===== src/rtl/uart_sensor_report.sv =====
// Multi-channel sensor reporter: formats per-channel BCD readings,
// thresholds and alarm flags into ASCII lines on a byte stream, and parses
// two-byte threshold commands from the UART receiver.
//
// Frame FSM
//   state   | meaning
//   IDLE    | waiting for a pending report request
//   LOAD    | one cycle, snapshot readings, thresholds and alarms
//   SEND    | presenting report bytes, advancing on each acceptance
//
// Command parser
//   state   | meaning
//   PS_OP   | expecting '+', '-' or 'R'
//   PS_CH   | expecting the channel digit for the stored op
module uart_sensor_report #(
  parameter int CLK_FRE   = 50,
  parameter int REPORT_MS = 1000,
  parameter int CH_NUM    = 2,
  parameter int THR_INIT  = 40,
  parameter int HYST      = 2
) (
  input  logic                  clk,
  input  logic                  rst,
  input  logic [CH_NUM*16-1:0]  sensor_data,
  output logic [CH_NUM-1:0]     alarm,
  output logic                  tx_valid,
  input  logic                  tx_ready,
  output logic [7:0]            tx_data,
  input  logic                  rx_valid,
  input  logic [7:0]            rx_data,
  output logic                  frame_busy
);

  localparam longint PERIOD = longint'(REPORT_MS) * longint'(CLK_FRE) * 64'sd1000;
  localparam int CNT_W = (PERIOD > 1) ? $clog2(PERIOD) : 1;
  localparam int CH_W  = (CH_NUM > 1) ? $clog2(CH_NUM) : 1;
  localparam logic [CNT_W-1:0] CNT_LAST = CNT_W'(PERIOD - 1);
  localparam logic [CH_W-1:0]  CH_LAST  = CH_W'(CH_NUM - 1);
  localparam logic [7:0]       CH_CHAR_LAST = 8'(8'h30 + CH_NUM - 1);
  localparam logic [6:0]       THR_RST = 7'(THR_INIT);
  localparam logic [6:0]       HYST_V  = 7'(HYST);

  localparam logic [1:0] ST_IDLE = 2'd0;
  localparam logic [1:0] ST_LOAD = 2'd1;
  localparam logic [1:0] ST_SEND = 2'd2;

  localparam logic [0:0] PS_OP = 1'b0;
  localparam logic [0:0] PS_CH = 1'b1;

  logic [CNT_W-1:0]     per_cnt;
  logic                 per_tick;
  logic                 pending;
  logic                 frame_start;

  logic [0:0]           ps_state;
  logic                 ps_inc;
  logic                 cmd_report;
  logic                 ch_hit;
  logic [CH_W-1:0]      cmd_ch;

  logic [6:0]           thr      [CH_NUM];
  logic [6:0]           snap_thr [CH_NUM];
  logic [CH_NUM*16-1:0] snap_data;
  logic [CH_NUM-1:0]    snap_alarm;
  logic [CH_NUM-1:0]    al_set;
  logic [CH_NUM-1:0]    al_clr;

  logic [1:0]           state;
  logic [CH_W-1:0]      ch_idx;
  logic [3:0]           byte_idx;
  logic [15:0]          cur_val;
  logic [6:0]           cur_thr;
  logic                 cur_alarm;
  logic [7:0]           fmt_byte;

  function automatic logic [7:0] digit_char(input logic [3:0] d);
    return (d <= 4'd9) ? (8'h30 + {4'h0, d}) : 8'h3F;
  endfunction

  function automatic logic digits_ok(input logic [15:0] v);
    return (v[15:12] <= 4'd9) && (v[11:8] <= 4'd9);
  endfunction

  function automatic logic [6:0] int_part(input logic [15:0] v);
    return 7'(v[15:12]) * 7'd10 + 7'(v[11:8]);
  endfunction

  assign per_tick    = (per_cnt == CNT_LAST);
  assign frame_start = (state == ST_IDLE) && pending;

  // Free-running report period counter.
  always_ff @(posedge clk or posedge rst) begin
    if (rst) per_cnt <= '0;
    else if (per_tick) per_cnt <= '0;
    else per_cnt <= per_cnt + CNT_W'(1);
  end

  // Report request latch; a new request in the frame-start cycle wins.
  always_ff @(posedge clk or posedge rst) begin
    if (rst) pending <= 1'b0;
    else if (per_tick || cmd_report) pending <= 1'b1;
    else if (frame_start) pending <= 1'b0;
  end

  // Decode the current received byte against the parser state.
  always_comb begin
    cmd_report = rx_valid && (ps_state == PS_OP) && (rx_data == 8'h52);
    ch_hit     = rx_valid && (ps_state == PS_CH) &&
                 (rx_data >= 8'h30) && (rx_data <= CH_CHAR_LAST);
    cmd_ch     = CH_W'(rx_data - 8'h30);
  end

  // Two-byte command parser: op byte, then channel digit.
  always_ff @(posedge clk or posedge rst) begin
    if (rst) begin
      ps_state <= PS_OP;
      ps_inc   <= 1'b0;
    end else if (rx_valid) begin
      if (ps_state == PS_OP) begin
        if (rx_data == 8'h2B) begin
          ps_inc   <= 1'b1;
          ps_state <= PS_CH;
        end else if (rx_data == 8'h2D) begin
          ps_inc   <= 1'b0;
          ps_state <= PS_CH;
        end
      end else begin
        ps_state <= PS_OP;
      end
    end
  end

  // Per-channel thresholds, saturating at 0 and 99.
  always_ff @(posedge clk or posedge rst) begin
    if (rst) begin
      for (int k = 0; k < CH_NUM; k++) thr[k] <= THR_RST;
    end else begin
      for (int k = 0; k < CH_NUM; k++) begin
        if (ch_hit && (cmd_ch == CH_W'(k))) begin
          if (ps_inc) begin
            if (thr[k] < 7'd99) thr[k] <= thr[k] + 7'd1;
          end else begin
            if (thr[k] != 7'd0) thr[k] <= thr[k] - 7'd1;
          end
        end
      end
    end
  end

  // Alarm set/clear conditions from live readings; invalid digits hold.
  always_comb begin
    al_set = '0;
    al_clr = '0;
    for (int k = 0; k < CH_NUM; k++) begin
      if (digits_ok(sensor_data[k*16 +: 16])) begin
        al_set[k] = int_part(sensor_data[k*16 +: 16]) >= thr[k];
        al_clr[k] = (thr[k] > HYST_V) &&
                    (int_part(sensor_data[k*16 +: 16]) < (thr[k] - HYST_V));
      end
    end
  end

  // Alarm register with hysteresis.
  always_ff @(posedge clk or posedge rst) begin
    if (rst) alarm <= '0;
    else alarm <= al_set | (alarm & ~al_clr);
  end

  // Frame sequencing: channel and byte counters walk the report.
  always_ff @(posedge clk or posedge rst) begin
    if (rst) begin
      state    <= ST_IDLE;
      ch_idx   <= '0;
      byte_idx <= '0;
    end else begin
      case (state)
        ST_IDLE: begin
          if (pending) state <= ST_LOAD;
        end
        ST_LOAD: begin
          state    <= ST_SEND;
          ch_idx   <= '0;
          byte_idx <= '0;
        end
        ST_SEND: begin
          if (tx_ready) begin
            if (byte_idx == 4'd15) begin
              byte_idx <= '0;
              if (ch_idx == CH_LAST) state <= ST_IDLE;
              else ch_idx <= ch_idx + CH_W'(1);
            end else begin
              byte_idx <= byte_idx + 4'd1;
            end
          end
        end
        default: state <= ST_IDLE;
      endcase
    end
  end

  // Snapshot taken in LOAD so the whole frame reports one instant.
  always_ff @(posedge clk or posedge rst) begin
    if (rst) begin
      snap_data  <= '0;
      snap_alarm <= '0;
      for (int k = 0; k < CH_NUM; k++) snap_thr[k] <= THR_RST;
    end else if (state == ST_LOAD) begin
      snap_data  <= sensor_data;
      snap_alarm <= alarm;
      for (int k = 0; k < CH_NUM; k++) snap_thr[k] <= thr[k];
    end
  end

  // Select the snapshot fields of the channel being sent.
  always_comb begin
    cur_val   = '0;
    cur_thr   = '0;
    cur_alarm = 1'b0;
    for (int k = 0; k < CH_NUM; k++) begin
      if (ch_idx == CH_W'(k)) begin
        cur_val   = snap_data[k*16 +: 16];
        cur_thr   = snap_thr[k];
        cur_alarm = snap_alarm[k];
      end
    end
  end

  // Line layout: "Ck:dd.dd Ttt A\r\n".
  always_comb begin
    fmt_byte = 8'h0A;
    case (byte_idx)
      4'd0:    fmt_byte = 8'h43;
      4'd1:    fmt_byte = 8'h30 + 8'(ch_idx);
      4'd2:    fmt_byte = 8'h3A;
      4'd3:    fmt_byte = digit_char(cur_val[15:12]);
      4'd4:    fmt_byte = digit_char(cur_val[11:8]);
      4'd5:    fmt_byte = 8'h2E;
      4'd6:    fmt_byte = digit_char(cur_val[7:4]);
      4'd7:    fmt_byte = digit_char(cur_val[3:0]);
      4'd8:    fmt_byte = 8'h20;
      4'd9:    fmt_byte = 8'h54;
      4'd10:   fmt_byte = 8'h30 + 8'(cur_thr / 7'd10);
      4'd11:   fmt_byte = 8'h30 + 8'(cur_thr % 7'd10);
      4'd12:   fmt_byte = 8'h20;
      4'd13:   fmt_byte = cur_alarm ? 8'h41 : 8'h2D;
      4'd14:   fmt_byte = 8'h0D;
      default: fmt_byte = 8'h0A;
    endcase
  end

  assign tx_valid   = (state == ST_SEND);
  assign frame_busy = (state != ST_IDLE);
  assign tx_data    = tx_valid ? fmt_byte : 8'h00;

endmodule


===== config.mk =====
export PLATFORM = sky130hd
export DESIGN_NAME = uart_sensor_report
export DESIGN_NICKNAME = d
export VERILOG_FILES = /design/src/rtl/uart_sensor_report.sv
export SDC_FILE = /design/constraint.sdc
export NUM_CORES = 1
export LEC_CHECK = 0
export BUFFER_PORTS_ARGS = -buffer_cell sky130_fd_sc_hd__buf_2
export CAP_MARGIN = 10
export CELL_PAD_IN_SITES_DETAIL_PLACEMENT = 1
export CELL_PAD_IN_SITES_GLOBAL_PLACEMENT = 1
export CORE_MARGIN = 2
export CORE_UTILIZATION = 35
export DETAILED_ROUTE_END_ITERATION = 12
export MAX_ROUTING_LAYER = met4
export PLACE_DENSITY = 0.71
export SKIP_LAST_GASP = 1
export SYNTH_ARGS = -nofsm -noshare
export SYNTH_HDL_FRONTEND = slang
export SYNTH_SLANG_ARGS = --single-unit

===== constraint.sdc =====
create_clock -name clk -period 6.2 [get_ports clk]
set_input_delay 1.24 -clock clk [delete_from_list [all_inputs] [get_ports clk]]
set_output_delay 1.24 -clock clk [all_outputs]
set_load 0.05 [all_outputs]

==> flow_summary.json <==
{
  "grt_usage_pct": 19.00,
  "worst_pin_slew_ns": 1.075,
  "syn-cell-area_sq_um": 7194,
  "power_density_nw_per_um2": 293.0,
  "design_area_sq_um": 8023,
  "synth_edf_count": 0,
  "fin_ws_ns": 0.4025,
  "vias_per_cell": 5.413,
  "power.total_mw": 2.350,
  "synth-simple-area-share_pct": 19.44,
  "cts.path.max_buffers": 2,
  "grt_max_degree": 64,
  "synth.most_common_cell": "nand2_1",
  "synth-xor-area-share_pct": 7.426,
  "peakVddDrop_mv": 0.1376,
  "cts_buffers": 9,
  "cap_viol_max_count": 0,
  "avgSynthCellArea_sq_um": 8.647,
  "hold_ws_ns": 0.4650,
  "yosys.area.top_type": "dfrtp_1",
  "drive_gt1_share_pct": 11.95,
  "cp_data_required_time_ns": 4.96,
  "dp_slack_ns": 0.8204,
  "dp.cells": 1133,
  "clock_latency_ns": 0.36,
  "drcViolationCount": 0,
  "critPathMaxFanout": 18,
  "cts_tree": "built",
  "placed_cell_area_sq_um": 7730,
  "post-cts-setup-buffers": 0,
  "postCtsHoldBufs": 0,
  "num_io_pins": 56,
  "fin_crit_sh_pct": 93.51,
  "syn_nets": 942,
  "synth_mux_area_share_pct": 3.061,
  "core_sq_um": 20230,
  "drv_slew": 0,
  "die_w_um": 147.4,
  "diodes": 0,
  "slew-limit-headroom_pct": 28.10,
  "drt_iter0_drc": 308,
  "synth-main-ff-cell": "dfrtp_1",
  "synth_seq_cells": 100,
  "setup_viol": 0,
  "synthArstFlopShare_pct": 100.0,
  "area_growth_pct": 11.51,
  "grt_pass1_vias": 6417,
  "post_drt_wl_per_cell_um": 16.66,
  "htreeDepth": 3,
  "synth_top_family_by_area": "simple AND/OR/NAND/NOR gates",
  "synth-compound-area-share_pct": 19.29,
  "numPortBuffers": 55,
  "num_vias": 6220,
  "rsz0062_at_grt": "no",
  "die_h_um": 147.4,
  "cts_resized": 0,
  "synth_area_leaders": "dfrtp_1 32%, ha_1 10%, nand2_1 8.1%",
  "ys_seq_area_share_pct": 34.92,
  "endpoint_kind": "primary output",
  "grt-ovfl-total": 0,
  "worstSetupStartpointType": "flop",
  "nets": 984,
  "fin_util_pct": 39.65,
  "initial_core_util_pct": 35.56,
  "clock.fmax_mhz": 172.5,
  "routed_wl_um": 19140,
  "final_cells": 1149,
  "die-area_sq_um": 21720,
  "synth.distinct_cells": 66,
  "path_class": "reg2out",
  "synth_adder_area_share_pct": 12.10,
  "min_period_ns": 5.798,
  "clockRootBuffer": "clkbuf_16",
  "cts.sinks": 100,
  "drtPass1Iterations": 4,
  "hold_class": "reg2reg",
  "arrival_ns": 4.56,
  "ys.warnings.count": 0,
  "grt_pass1_wl_um": 32640,
  "yosysTopAreaCellShare_pct": 32.00,
  "clk_pin_slew_worst_paths_ns": 0.07,
  "postSynthCellCount": 832,
  "hold_viol": 0,
  "synth_commonest_cells": "155 x nand2_1, 92 x dfrtp_1, 60 x ha_1, 53 x o21ai_0, 49 x nor2_1",
  "hpwl_um": 14500,
  "status": "completed",
  "p_leak_nw": 3.690,
  "gp_congestion": 0.8435,
  "antenna_found_initial": 0,
  "drtAntennaViolNets": 0,
  "rows": 52,
  "fin_setup_tns_ns": 0,
  "finClkSkew_ns": 0.01062
}
flip-flops by register name, summed over array words and instances (netlist names), 2 cells and up:
signal	count
state	2
snap_data	32
thr	14
byte_idx	4
alarm	2
per_cnt	26
snap_alarm	2
snap_thr	14
where the power goes:
group	internal [mW]	switching (mW)	leakage, nW	total, mW
logic	0.327	0.651	2.41	0.978
registers	0.710	0.0960	1.14	0.806
clock network	0.291	0.276	0.142	0.566
total	1.33	1.02	3.69	2.35
cells by family after synthesis:
kind of cell	Yosys count
AOI/OAI and AO/OA	210
xor gates and xnor gates	61
adders and majority gates	66
buffers and inverters	68
DFF	100
muxes	18
and+or+nand+nor	309
cell usage in the layout, fill, tap and decap left out, types with 8 or more instances in the layout:
cell and n:
nand2_1 154, o22ai_1 12, dfstp_2 8, o21ai_0 53, xor2_1 19, a21oi_1 46
mux2i_1 8, xnor2_1 42, a211oi_1 17, dfrtp_1 91, nand3_1 30, and3_1 11
nand4_1 9, a21o_1 24, inv_1 36, nor2_1 49, nor3_1 18, clkbuf_16 9
buf_2 55, ha_1 60
per-layer routing:
metal | track usage [%] | up-vias | wire length (um) | part of all wire [%]
li1 | - | 3047 | - | -
met1 | 25.55 | 3067 | 9502 | 50
met2 | 30.65 | 80 | 8904 | 47
met3 | 2.315 | 26 | 465 | 2.4
met4 | 4.904 | 0 | 273 | 1.4
met5 | - | - | 0 | 0
final timing paths:
path,startpoint,to,slack (ns),depth (start not counted)
worst min register to register,per_cnt[4],per_cnt[4],0.47,1
worst max-delay path,ch_idx,tx_data[5],0.40,15
worst min-delay path,per_cnt[4],per_cnt[4],0.47,1
max in group asynchronous,rst,snap_thr[4],4.11,3
min in group asynchronous,rst,per_cnt[22],0.95,2
worst max register to register,ps_inc,thr[6],3.60,9
critical path, cell delays in order, from the launching register on:
cell      delay [ns]
dfrtp_2         0.66
mux2_2          0.44
nor3_1          0.42
a21oi_1         0.11
ha_1            0.35
nor2b_1         0.14
a22o_1          0.32
a21oi_4         0.26
o21ai_0         0.14
a22oi_1         0.23
ha_1            0.26
o21ai_0         0.11
o21ai_0         0.16
a21oi_1         0.09
a211oi_1        0.21
buf_2           0.30
layout make-up:
type | instances | area (sq um)
Sequential cell | 100 | 2514
Inverter | 39 | 148.9
Clock inverter | 6 | 53.80
Timing Repair Buffer | 60 | 312.8
Tap cell | 270 | 337.8
Clock buffer | 10 | 239.0
Multi-Input combinational cell | 664 | 4417
Fill cell | 2404 | 12210
Power figures use the tool's default switching activity.
